### config.mk
export PLATFORM = sky130hd
export DESIGN_NAME = zmod_dac_cfg_sequencer_flat
export DESIGN_NICKNAME = d
export VERILOG_FILES = /design/src/rtl/zmod_dac_cfg_sequencer_if.sv /design/src/rtl/zmod_dac_cfg_sequencer.sv /design/src/flat_wrapper.sv
export SDC_FILE = /design/constraint.sdc
export NUM_CORES = 1
export LEC_CHECK = 0
export ABC_CLOCK_PERIOD_IN_PS = 2800
export BUFFER_PORTS_ARGS = -buffer_cell sky130_fd_sc_hd__buf_2
export CAP_MARGIN = 10
export CORE_ASPECT_RATIO = 1.1
export CORE_MARGIN = 10
export CORE_UTILIZATION = 59
export DETAILED_ROUTE_END_ITERATION = 10
export PLACE_DENSITY_LB_ADDON = 0.1
export SYNTH_ARGS = -nofsm -noshare
export SYNTH_HDL_FRONTEND = slang
export SYNTH_SLANG_ARGS = --single-unit
### constraint.sdc
create_clock -name clk -period 2.8 [get_ports clk]
set_input_delay 0.28 -clock clk [delete_from_list [all_inputs] [get_ports clk]]
set_output_delay 0.28 -clock clk [all_outputs]
set_load 0.1 [all_outputs]
### src/rtl/zmod_dac_cfg_sequencer_if.sv
// Runtime register-write port of the AD9717 configuration sequencer.
//   i_wr_valid  : write request from system control logic
//   i5_wr_addr  : DAC register address
//   i8_wr_data  : DAC register data
//   o_wr_ready  : sequencer can accept a write (valid & ready = accepted)
interface zmod_dac_cfg_sequencer_if;
    logic       i_wr_valid;
    logic [4:0] i5_wr_addr;
    logic [7:0] i8_wr_data;
    logic       o_wr_ready;

    modport master (
        output i_wr_valid,
        output i5_wr_addr,
        output i8_wr_data,
        input  o_wr_ready
    );

    modport slave (
        input  i_wr_valid,
        input  i5_wr_addr,
        input  i8_wr_data,
        output o_wr_ready
    );
endinterface

### src/rtl/zmod_dac_cfg_sequencer.sv
// Configuration controller for the AD9717 ZMOD DAC.
// On enable: pulse the DAC hardware reset, wait, write the init table over
// 3-wire SPI, then raise o_run and serve runtime register writes.
//   clk, rst   : system clock, synchronous active-high reset
//   i_en       : level enable; low returns to IDLE (after any frame + gap)
//   wr         : runtime write port (valid/ready, 5-bit addr, 8-bit data)
//   o_run      : init complete, DAC datapath may run
//   o_busy     : SPI frame in progress (cs low)
//   o_dac_rst  : DAC hardware reset, active high
//   or_sck     : SPI clock, idle high
//   or_cs      : SPI chip select, active low
//   o_sdo      : SPI data, MSB first, changes on sck falling edges
module zmod_dac_cfg_sequencer #(
    parameter int unsigned CLK_DIV     = 4,
    parameter int unsigned RST_CYCLES  = 16,
    parameter int unsigned WAIT_CYCLES = 256,
    parameter int unsigned INIT_LEN    = 4,
    // entry i = INIT_TABLE[13*i +: 13] = {addr[12:8], data[7:0]}
    parameter logic [INIT_LEN*13-1:0] INIT_TABLE =
        {13'h1400, 13'h0200, 13'h0100, 13'h0000}
) (
    input  logic                            clk,
    input  logic                            rst,
    input  logic                            i_en,
    zmod_dac_cfg_sequencer_if.slave         wr,
    output logic                            o_run,
    output logic                            o_busy,
    output logic                            o_dac_rst,
    output logic                            or_sck,
    output logic                            or_cs,
    output logic                            o_sdo
);

    localparam int unsigned GAP_CYCLES = 2 * CLK_DIV;
    localparam int unsigned MAX_A      = (CLK_DIV > RST_CYCLES) ? CLK_DIV : RST_CYCLES;
    localparam int unsigned MAX_B      = (MAX_A > WAIT_CYCLES) ? MAX_A : WAIT_CYCLES;
    localparam int unsigned DIV_MAX    = (MAX_B > GAP_CYCLES) ? MAX_B : GAP_CYCLES;
    localparam int unsigned DIV_W      = $clog2(DIV_MAX);

    localparam logic [DIV_W-1:0] DIV_LAST  = DIV_W'(CLK_DIV - 1);
    localparam logic [DIV_W-1:0] RST_LAST  = DIV_W'(RST_CYCLES - 1);
    localparam logic [DIV_W-1:0] WAIT_LAST = DIV_W'(WAIT_CYCLES - 1);
    localparam logic [DIV_W-1:0] GAP_LAST  = DIV_W'(GAP_CYCLES - 1);
    localparam logic [3:0]       IDX_LAST  = 4'(INIT_LEN - 1);

    // LEAD: cs low, sck high before first fall; LO/HI: sck half-periods;
    // TRAIL: one extra half-period after the last high phase; GAP: cs high.
    typedef enum logic [3:0] {
        S_IDLE, S_HWRST, S_WAIT, S_LEAD, S_LO, S_HI, S_TRAIL, S_GAP, S_RUN
    } state_t;

    state_t            state;
    logic [DIV_W-1:0]  div;
    logic [3:0]        bit_cnt;
    logic [3:0]        idx;
    logic [15:0]       frame;
    logic [12:0]       init_rom [16];
    logic [3:0]        next_idx_c;
    logic [15:0]       load_word_c;

    // Init table unpacked into a 16-entry ROM so the 4-bit index is always in range
    for (genvar g = 0; g < 16; g++) begin : g_rom
        if (g < INIT_LEN) begin : g_used
            assign init_rom[g] = INIT_TABLE[13*g +: 13];
        end else begin : g_unused
            assign init_rom[g] = '0;
        end
    end

    // Word for the frame about to start: runtime write in RUN, else next init entry
    always_comb begin
        next_idx_c  = idx + 4'd1;
        load_word_c = {3'b000, init_rom[(state == S_WAIT) ? 4'd0 : next_idx_c]};
        if (state == S_RUN) begin
            load_word_c = {3'b000, wr.i5_wr_addr, wr.i8_wr_data};
        end
    end

    // Sequencer FSM with registered SPI and status outputs
    always_ff @(posedge clk) begin
        if (rst) begin
            state         <= S_IDLE;
            div           <= '0;
            bit_cnt       <= '0;
            idx           <= '0;
            frame         <= '0;
            o_run         <= 1'b0;
            o_busy        <= 1'b0;
            wr.o_wr_ready <= 1'b0;
            o_dac_rst     <= 1'b0;
            or_sck        <= 1'b1;
            or_cs         <= 1'b1;
            o_sdo         <= 1'b0;
        end else begin
            div <= div + DIV_W'(1);
            case (state)
                S_IDLE: begin
                    div           <= '0;
                    o_run         <= 1'b0;
                    wr.o_wr_ready <= 1'b0;
                    if (i_en) begin
                        state     <= S_HWRST;
                        o_dac_rst <= 1'b1;
                    end
                end
                S_HWRST: begin
                    if (!i_en || div == RST_LAST) begin
                        state     <= i_en ? S_WAIT : S_IDLE;
                        o_dac_rst <= 1'b0;
                        div       <= '0;
                    end
                end
                S_WAIT: begin
                    if (!i_en) begin
                        state <= S_IDLE;
                    end else if (div == WAIT_LAST) begin
                        state   <= S_LEAD;
                        div     <= '0;
                        idx     <= '0;
                        bit_cnt <= 4'd15;
                        frame   <= load_word_c;
                        o_sdo   <= load_word_c[15];
                        or_cs   <= 1'b0;
                        o_busy  <= 1'b1;
                    end
                end
                S_LEAD: begin
                    if (div == DIV_LAST) begin
                        state  <= S_LO;
                        div    <= '0;
                        or_sck <= 1'b0;
                    end
                end
                S_LO: begin
                    if (div == DIV_LAST) begin
                        state  <= S_HI;
                        div    <= '0;
                        or_sck <= 1'b1;
                    end
                end
                S_HI: begin
                    if (div == DIV_LAST) begin
                        div <= '0;
                        if (bit_cnt == 4'd0) begin
                            state <= S_TRAIL;
                        end else begin
                            state   <= S_LO;
                            bit_cnt <= bit_cnt - 4'd1;
                            o_sdo   <= frame[bit_cnt - 4'd1];
                            or_sck  <= 1'b0;
                        end
                    end
                end
                S_TRAIL: begin
                    if (div == DIV_LAST) begin
                        state  <= S_GAP;
                        div    <= '0;
                        or_cs  <= 1'b1;
                        o_busy <= 1'b0;
                        o_sdo  <= 1'b0;
                    end
                end
                S_GAP: begin
                    // A dropped enable is honoured only once the frame and gap are done
                    if (div == GAP_LAST) begin
                        div <= '0;
                        if (!i_en) begin
                            state <= S_IDLE;
                            o_run <= 1'b0;
                        end else if (o_run || idx == IDX_LAST) begin
                            state         <= S_RUN;
                            o_run         <= 1'b1;
                            wr.o_wr_ready <= 1'b1;
                        end else begin
                            state   <= S_LEAD;
                            idx     <= next_idx_c;
                            bit_cnt <= 4'd15;
                            frame   <= load_word_c;
                            o_sdo   <= load_word_c[15];
                            or_cs   <= 1'b0;
                            o_busy  <= 1'b1;
                        end
                    end
                end
                S_RUN: begin
                    if (!i_en) begin
                        state         <= S_IDLE;
                        o_run         <= 1'b0;
                        wr.o_wr_ready <= 1'b0;
                    end else if (wr.i_wr_valid && wr.o_wr_ready) begin
                        state         <= S_LEAD;
                        div           <= '0;
                        wr.o_wr_ready <= 1'b0;
                        bit_cnt       <= 4'd15;
                        frame         <= load_word_c;
                        o_sdo         <= load_word_c[15];
                        or_cs         <= 1'b0;
                        o_busy        <= 1'b1;
                    end
                end
                default: begin
                    state <= S_IDLE;
                end
            endcase
        end
    end

endmodule

### src/flat_wrapper.sv
// flat-port wrapper written by rule: the top's interface ports become plain ports
module zmod_dac_cfg_sequencer_flat 
#(
    parameter int unsigned CLK_DIV     = 4,
    parameter int unsigned RST_CYCLES  = 16,
    parameter int unsigned WAIT_CYCLES = 256,
    parameter int unsigned INIT_LEN    = 4,
                                                                 
    parameter logic [INIT_LEN*13-1:0] INIT_TABLE =
        {13'h1400, 13'h0200, 13'h0100, 13'h0000}
)
  (clk, rst, i_en, o_run, o_busy, o_dac_rst, or_sck, or_cs, o_sdo, wr_i_wr_valid, wr_i5_wr_addr, wr_i8_wr_data, wr_o_wr_ready);
  zmod_dac_cfg_sequencer_if wr_i ();
  input  logic clk;
  input  logic rst;
  input  logic i_en;
  output logic o_run;
  output logic o_busy;
  output logic o_dac_rst;
  output logic or_sck;
  output logic or_cs;
  output logic o_sdo;
  input wire logic [$bits(wr_i.i_wr_valid)-1:0] wr_i_wr_valid;
  input wire logic [$bits(wr_i.i5_wr_addr)-1:0] wr_i5_wr_addr;
  input wire logic [$bits(wr_i.i8_wr_data)-1:0] wr_i8_wr_data;
  output wire logic [$bits(wr_i.o_wr_ready)-1:0] wr_o_wr_ready;
  assign wr_i.i_wr_valid = wr_i_wr_valid;
  assign wr_i.i5_wr_addr = wr_i5_wr_addr;
  assign wr_i.i8_wr_data = wr_i8_wr_data;
  assign wr_o_wr_ready = wr_i.o_wr_ready;
  zmod_dac_cfg_sequencer #(.CLK_DIV(CLK_DIV), .RST_CYCLES(RST_CYCLES), .WAIT_CYCLES(WAIT_CYCLES), .INIT_LEN(INIT_LEN), .INIT_TABLE(INIT_TABLE)) u_core (.clk(clk), .rst(rst), .i_en(i_en), .wr(wr_i), .o_run(o_run), .o_busy(o_busy), .o_dac_rst(o_dac_rst), .or_sck(or_sck), .or_cs(or_cs), .o_sdo(o_sdo));
endmodule
# Word-level counts from Yosys, hierarchy flattened

Memory sizes are Yosys's and may differ from the RTL's.
Index checks and enable logic that the tools add are counted.

Add/sub/neg operators: 3
$lt $le $gt $ge: 2
Reduce and logical (&&, ||, !) cells: 25
Bitwise logic cells: 1
Eq/ne operators: 32
Mux-type cells: 97

Operators with widths:

| operator                                      | count |
|---|---|
| two-way mux 16 bit                            | 7 |
| two-way mux 4 bit                             | 28 |
| two-way mux 8 bit                             | 7 |
| case mux 16 bit (3 select lines)              | 1 |
| case mux 8 bit (6 select lines)               | 1 |
| two-way mux 13 bit                            | 3 |
| two-way mux 1 bit                             | 37 |
| case mux 4 bit (9 select lines)               | 1 |
| != test 2 bit, second input constant          | 9 |
| AND reduction 9 bit                           | 2 |
| == test 4 x 3 -> 1 bit, second input constant | 4 |
| case mux 4 bit (4 select lines)               | 1 |
| != test 2 x 1 -> 1 bit, second input constant | 7 |
| == test 4 x 2 -> 1 bit, second input constant | 3 |
| AND reduction 11 bit                          | 1 |
| AND reduction 10 bit                          | 1 |
| AND reduction 5 bit                           | 2 |
| case mux 1 bit (3 select lines)               | 3 |
| nonzero test 3 bit                            | 3 |
| adder 8 x 1 -> 8 bit, second input constant   | 1 |
| == test 8 x 2 -> 1 bit, second input constant | 1 |
| == test 8 x 3 -> 1 bit, second input constant | 1 |
| == test 8 x 4 -> 1 bit, second input constant | 1 |
| == test 8 bit, second input constant          | 1 |
| other kinds (27)                              | 34 |

Memories: 1
Bits in read-only memories: 208
Output and inout bits: 7
Bits of input ports: 17
Bits in registers: 43

Memory list:

| name            | depth | bits a word | read ports | clocked after memory_dff | wr ports | line                         | RTL |
|---|---|---|---|---|---|---|---|
| (no name shown) | 16    | 13          | 1          | 0                        | 0        | zmod_dac_cfg_sequencer.sv:73 | `load_word_c = {3'b000, init_rom[(state == S_WAIT) ? 4'd0 : next_idx_c]};` |

# Depth between registers and ports, before layout

Gate-level depths: netlist of the first run.

Depth in word-level cells: 11
Depth in mapped cells: 9

# Least setup slack after synthesis of the first run

Ideal clock, no wire load.

Kind: reg-to-reg
Start: register u_core.wr.o_wr_ready
End: register u_core.bit_cnt[2]
Setup time: 88 ps
Clock period less this slack: 2138 ps
Setup slack: 662 ps
Path buffers: 0
Arrival time: 2050 ps
Stages on the path, launching flop included: 6
Cell sequence: dfxtp_1 nand3_1 o21ai_0 o211a_1 a31oi_1 a311oi_2

Longest elaborated chain between the ends: 3

RTL lines:

| element                        | line                            | RTL |
|---|---|---|
| start: declaration             | zmod_dac_cfg_sequencer_if.sv:23 | `output o_wr_ready` |
| start signal: assignment       | zmod_dac_cfg_sequencer.sv:89    | `wr.o_wr_ready <= 1'b0;` |
| start signal: assignment       | zmod_dac_cfg_sequencer.sv:100   | `wr.o_wr_ready <= 1'b0;` |
| start signal: assignment       | zmod_dac_cfg_sequencer.sv:173   | `wr.o_wr_ready <= 1'b1;` |
| logical AND 1 bit              | zmod_dac_cfg_sequencer.sv:190   | `end else if (wr.i_wr_valid && wr.o_wr_ready) begin` |
| != test 2 bit (no line)        | --                              |  |
| AND reduction 10 bit (no line) | --                              |  |
| end signal: assignment         | zmod_dac_cfg_sequencer.sv:148   | `bit_cnt <= bit_cnt - 4'd1;` |
| end: declaration               | zmod_dac_cfg_sequencer.sv:54    | `logic [3:0] bit_cnt;` |

Every way passes these cells.
A chain may end at the register's enable or synchronous reset.

# Worst setup path in the final report of the first run

Start: register u_core.state[2]
End: register u_core.bit_cnt[2]

Longest elaborated chain between the ends: 3

RTL lines:

| element                                                    | line                          | RTL |
|---|---|---|
| start: declaration                                         | zmod_dac_cfg_sequencer.sv:52  | `state_t state;` |
| start signal: assignment                                   | zmod_dac_cfg_sequencer.sv:108 | `state <= i_en ? S_WAIT : S_IDLE;` |
| == test 4 x 3 -> 1 bit, or another cell as far along       | zmod_dac_cfg_sequencer.sv:96  | `case (state)` |
| nonzero test 4 bit (no line), or another cell as far along | --                            |  |
| AND reduction 10 bit (no line)                             | --                            |  |

Several ways; a longest one is shown, not always the timed one.

==> flow_summary.ini, run 1 <==
[layout]
fin_area_sq_mm = 0.00273
utilization_pct = 67.8
multiInputGateArea_sq_mm = 0.00155
num_antenna_cells = 0
n_fill_cell = 344
area_growth_pct = 9.66
drive_above_1_share_pct = 15.2
nets = 342
seq_area_sq_um = 801

[route]
drt-wirelength-per-cell_um = 16.5
drt_pass1_iterations = 4
vias = 2400
drt_iter0_drc = 225
dr_wl_met3_um = 330
ant_nets = 0
wl_met2_um = 3050
routed_wl_um = 6170
wl_met1_um = 2650
remaining_drc_errors = 0
highest_layer = met4
via_per_inst = 6.42

[power]
p_leak_nw = 0.943
power_density_mw_per_mm2 = 525
p_total_mw = 1.43
peakVddDrop_mv = 0.329

[logic_synthesis]
synth_ff_type = dfxtp_1
ys_warn_count = 0
muxShareOfSynthArea_pct = 4.28
synthSimpleGateAreaFrac_pct = 26.0
async_flop_share_pct = 0
synth_top_area_cell = dfxtp_1
ys_types = 63
synthAdderAreaFrac_pct = 2.01
syn_inst = 307
ys_top_cells_by_area = dfxtp_1 32%, a21oi_1 5.8%, nor2_1 4.2%, o21ai_0 3.8%, nand4_1 3.3%
syn_nets = 328
synthTopCellsByCount = 40 x dfxtp_1, 29 x a21oi_1, 28 x nor2_1, 19 x o21ai_0, 16 x nand2_1
synth_compound_area_share_pct = 26.3
yosysMostFrequentCell = dfxtp_1
yosysTopAreaCellShare_pct = 32.2
syn_area_per_cell_sq_um = 8.10
yosysSeqAreaShare_pct = 32.2
synth_top_family_by_area = compound AO/OA/AOI/OAI gates
synth_edf_count = 0
netlist_area_sq_mm = 0.00249
synth_xor_area_share_pct = 3.88
ys_ff_latch = 40

[setup_path]
rr_startpoint = u_core.state[2]
r2r_slack_ns = 0.39
critPathMaxFanout = 11
r2r-end = u_core.bit_cnt[2]
worstPathArrival_ns = 2.63
critPathKind = flip-flop to flip-flop
end_kind = flip-flop
start_kind = flip-flop
reg2reg_depth = 6
cp.required_ns = 3.02

[sta]
maxSlewViolCount = 0
worstMarginPinSlew_ns = 0.672
clock_skew_ns = 0.00545
rsz0062_at_grt = false
finalHoldViolations = 0
setup_tns_ns = 0
fmax_mhz = 415
period_share_pct = 86.0
finalWorstSetupSlack_ns = 0.391
slew_headroom_pct = 54.6
setup_viol = 0
min_period_ns = 2.41

[clocking]
cts_tree = built
clk_path_buf_depth = 2
post_cts_buffers = 0
post_cts_resized = 0
clkSinkCount = 40
clock-root-buffer = clkbuf_8
cts_hold_buf = 0
cts_htree_levels = 2
clk-insertion-delay-late_ns = 0.30
clk_pin_slew_ns = 0.08
cts_inserted_buffers = 5

[worst_hold_path]
hold_depth = 3
hold_path_class = input pin to flip-flop
hp-start = wr_i5_wr_addr[3]
holdPathEnd = u_core.frame[11]

[global_routing]
overflow = 0
grt_pass1_vias = 2217
grt_pass1_wl_um = 10500
grt_max_degree = 35
antenna_found_initial = 0
grtUsageTotal_pct = 17.9

[die]
die_w_um = 81.9
die_area_sq_mm = 0.00721
std_cell_rows = 24
ios = 24
die_y_um = 88.1
core_area_sq_mm = 0.00402
initial_core_util_pct = 61.8

[placement]
pre_cts_ws_ns = 0.453
place_area_sq_mm = 0.00262
place_hpwl_um = 4540
globalplace.congestion = 0.885
io_buffers = 23

[run]
cap_violations = 0

[outcome]
status = completed
-- worst max-delay path, stage by stage (launching register included) --
cell and delay, ns:
dfxtp_1 0.40, buf_4 0.21, nor4b_1 0.61, o21ai_0 0.36, o211a_1 0.30, and3_1 0.19, a311oi_2 0.25
-- power breakdown --
group	switching [mW]	internal [mW]
logic	0.203	0.123
registers	0.0428	0.592
clock network	0.204	0.265
total	0.450	0.980
-- per-stage QoR --
stage	hold WS [ns]	instances
floorplan	0.418	307
global placement	0.439	366
detailed placement	0.447	366
CTS	0.236	374
global route	0.237	374
finish	0.238	374
-- worst max-delay path by stage --
stage	startpoint	to	slack (ns)	cells after the start
detailed placement	u_core.state[2]	u_core.bit_cnt[2]	0.45	6
finish	u_core.state[2]	u_core.bit_cnt[2]	0.39	6
global route	u_core.state[0]	u_core.state[2]	0.10	5
CTS	u_core.state[2]	u_core.bit_cnt[2]	0.42	6
global placement	u_core.state[2]	u_core.bit_cnt[2]	0.40	6
floorplan	u_core.wr.o_wr_ready	u_core.bit_cnt[2]	0.66	5
-- flip-flops by register name (all words and copies together) (netlist names) --
name                  flops
u_core.bit_cnt            4
u_core.div                8
u_core.frame             13
u_core.idx                4
u_core.o_busy             1
u_core.o_dac_rst          1
u_core.o_run              1
u_core.o_sdo              1
u_core.or_cs              1
u_core.or_sck             1
u_core.state              4
u_core.wr.o_wr_ready      1
-- cell families after synthesis --
logic type      Yosys count
mux                       8
flops                    40
xor+xnor                 11
compound gates           97
fa+ha+maj                 4
simple gates            115
buf+inv                  32
-- area by class of cell --
| type | instances | share of cell area [%] |
|---|---|---|
| clock buffer | 6 | 2.66 |
| timing repair buffer | 30 | 6.15 |
| inverter | 9 | 1.24 |
| clock inverter | 2 | 1.28 |
| multi-input combinational | 235 | 56.9 |
| sequential | 40 | 29.4 |
| tap | 52 | 2.39 |
-- layer usage --
metal | vias to the layer above | global-route usage [%]
met5 | - | 0
met4 | 0 | 6.81
met3 | 14 | 3.59
met2 | 72 | 29.7
met1 | 1117 | 22.1
li1 | 1197 | -
-- cells in the final DEF, fill, tap and decap left out, drive strengths merged, types with 3 or more instances in the layout --
master and count:
a21oi 30, or4 3, a211oi 5, xnor2 6
nand2b 3, dfxtp 40, a31oi 4, a22oi 3
xor2 5, inv 9, o31ai 3, nand2 16
nand4 13, o211ai 4, nor2 28, nand3 11
ha 4, a311oi 7, nor2b 4, buf 30
o41ai 3, and3b 3, nor4b 4, mux2i 5
o21ai 21, and4 3, nor3 12, and3 3
clkbuf 6
(Power assumes the default switching activity.)
==> inputs of run 2 (changes only) <==
--- a/config.mk
+++ b/config.mk
@@ -13,6 +13,7 @@
 export CORE_UTILIZATION = 59
 export DETAILED_ROUTE_END_ITERATION = 10
 export PLACE_DENSITY_LB_ADDON = 0.1
+export REMOVE_ABC_BUFFERS = 1
 export SYNTH_ARGS = -nofsm -noshare
 export SYNTH_HDL_FRONTEND = slang
 export SYNTH_SLANG_ARGS = --single-unit
==> run 2 against run 1 <==
- register-to-register slack is essentially flat
- critical path depth is 1 lower
- non-clock buffer count up 1
- final area up 0.96%
- setup slack worse by 0.0045 ns
- die area unchanged
- total power rose by 4.5%
- clock power rose by 10%
- fmax down 0.18%
- sequential power increased by 0.6%
- cell count increased by 0.27%
- via count is 1.0% higher
- largest cell class unchanged
- largest power group unchanged
- highest routed layer unchanged
==> flow_summary.ini, run 2 (synthesis results as in run 1) <==
[outcome]
status = completed

[clocking]
cts_tree = built
post_cts_resized = 0
cts_htree_levels = 2
post_cts_buffers = 0
clk_path_buf_depth = 2
cts_inserted_buffers = 5
clock-root-buffer = clkbuf_8
clkSinkCount = 40
clk_pin_slew_ns = 0.08
clk-insertion-delay-late_ns = 0.30
cts_hold_buf = 0

[route]
vias = 2425
drt-wirelength-per-cell_um = 17.4
routed_wl_um = 6510
drt_pass1_iterations = 4
ant_nets = 0
via_per_inst = 6.47
drt_iter0_drc = 148
remaining_drc_errors = 0

[layout]
top_regs = u_core.frame (13), u_core.div (8)
drive_above_1_share_pct = 15.8
num_antenna_cells = 0
seq_area_sq_um = 801
final_common_cell = dfxtp_1
area_growth_pct = 10.7
fin_area_sq_mm = 0.00275
utilization_pct = 68.4
largest_register_ffs = 13
stdcell_count = 375
largest-register = u_core.frame
n_fill_cell = 352
nets = 343
layout_common_cells = 40 x dfxtp_1, 29 x a21oi_1, 28 x nor2_1
multiInputGateArea_sq_mm = 0.00155

[sta]
min_period_ns = 2.41
setup_tns_ns = 0
rsz0062_at_grt = false
slew_headroom_pct = 48.9
maxSlewViolCount = 0
setup_viol = 0
fmax_mhz = 414
period_share_pct = 86.2
clock_skew_ns = 0.00728
finalHoldViolations = 0
worstMarginPinSlew_ns = 0.766

[power]
p_leak_nw = 0.958
seqPwrFrac_pct = 42.8
p_int_mw = 1.04
p_switching_mw = 0.457
p_comb_share_pct = 22.6
p_sw_share_pct = 30.6
clockPowerShare_pct = 34.6
power_density_mw_per_mm2 = 543
peakVddDrop_mv = 0.380

[placement]
io_buffers = 23
place_hpwl_um = 4630
globalplace.congestion = 0.916
dp_cells = 367
place_area_sq_mm = 0.00263

[setup_path]
rr_startpoint = u_core.div[6]
critical-path-max-stage-delay_ns = 0.69
critPathKind = flip-flop to flip-flop
start_kind = flip-flop
critPathMaxFanout = 10
worstPathArrival_ns = 2.61
crit_slowest_cell = a21oi_1
r2r_slack_ns = 0.39
crit_chain = nor4_1, nand4_1, a21oi_1, nand2_1, a221o_1
cp.required_ns = 2.99
crit_start = u_core.div[6]
end_kind = flip-flop

[global_routing]
grt_max_degree = 26
overflow = 0
antenna_found_initial = 0
grtUsageTotal_pct = 18.3
grt_pass1_wl_um = 10700
grt_pass1_vias = 2287

[die]
die_area_sq_mm = 0.00721
die_y_um = 88.1
core_area_sq_mm = 0.00402
die_w_um = 81.9
ios = 24
initial_core_util_pct = 61.8
std_cell_rows = 24

[worst_hold_path]
hp-start = wr_i5_wr_addr[3]
hold_path_class = input pin to flip-flop

[run]
cap_violations = 0
-- run 2: final timing paths --
kind	cells after the start	endpoint
max	5	u_core.or_cs
min	3	u_core.frame[11]
max reg2reg	5	u_core.or_cs
min reg2reg	1	u_core.div[0]
-- run 2: critical path: cells and delay by family (launching register included) --
kind | cells | cell delay [ns]
AND/OR/NAND/NOR | 3 | 0.91
AO/OA/AOI/OAI | 2 | 1.05
flip-flops | 1 | 0.35
-- run 2: per-stage QoR --
| step | worst slack (ns) | hold WS, ns | total power, mW |
|---|---|---|---|
| 2_1_floorplan | 0.617 | 0.348 | 0.878 |
| 3_3_place_gp | 0.513 | 0.432 | 0.978 |
| 3_5_place_dp | 0.480 | 0.441 | 0.983 |
| 4_1_cts | 0.486 | 0.230 | 1.50 |
| 5_1_grt | 0.255 | 0.249 | 1.56 |
| 6_report | 0.387 | 0.232 | 1.49 |
-- run 2: power groups by stage --
stage | Sequential (mW) | Clock [mW] | Combinational, mW
floorplan | 0.670 | 0 | 0.208
global placement | 0.651 | 0 | 0.327
detailed placement | 0.651 | 0 | 0.332
CTS | 0.638 | 0.525 | 0.335
global route | 0.646 | 0.543 | 0.370
finish | 0.639 | 0.517 | 0.338
-- run 2: layer usage --
layer | part of all wire (%) | vias to the layer above | GRT usage, % | routed length [um]
met1 | 45 | 1129 | 22.9 | 2960
li1 | - | 1199 | - | -
met4 | 3.0 | 0 | 7.74 | 194
met5 | 0 | - | 0 | 0
met3 | 4.5 | 22 | 3.38 | 290
met2 | 47 | 75 | 29.7 | 3070
-- run 2: cell type report --
cell class / count / share of cell area, %
Multi-Input combinational cell: 235 / 56.4
Timing Repair Buffer: 31 / 6.36
Clock inverter: 1 / 1.09
Inverter: 9 / 1.23
Tap cell: 52 / 2.36
Clock buffer: 7 / 3.50
Sequential cell: 40 / 29.1
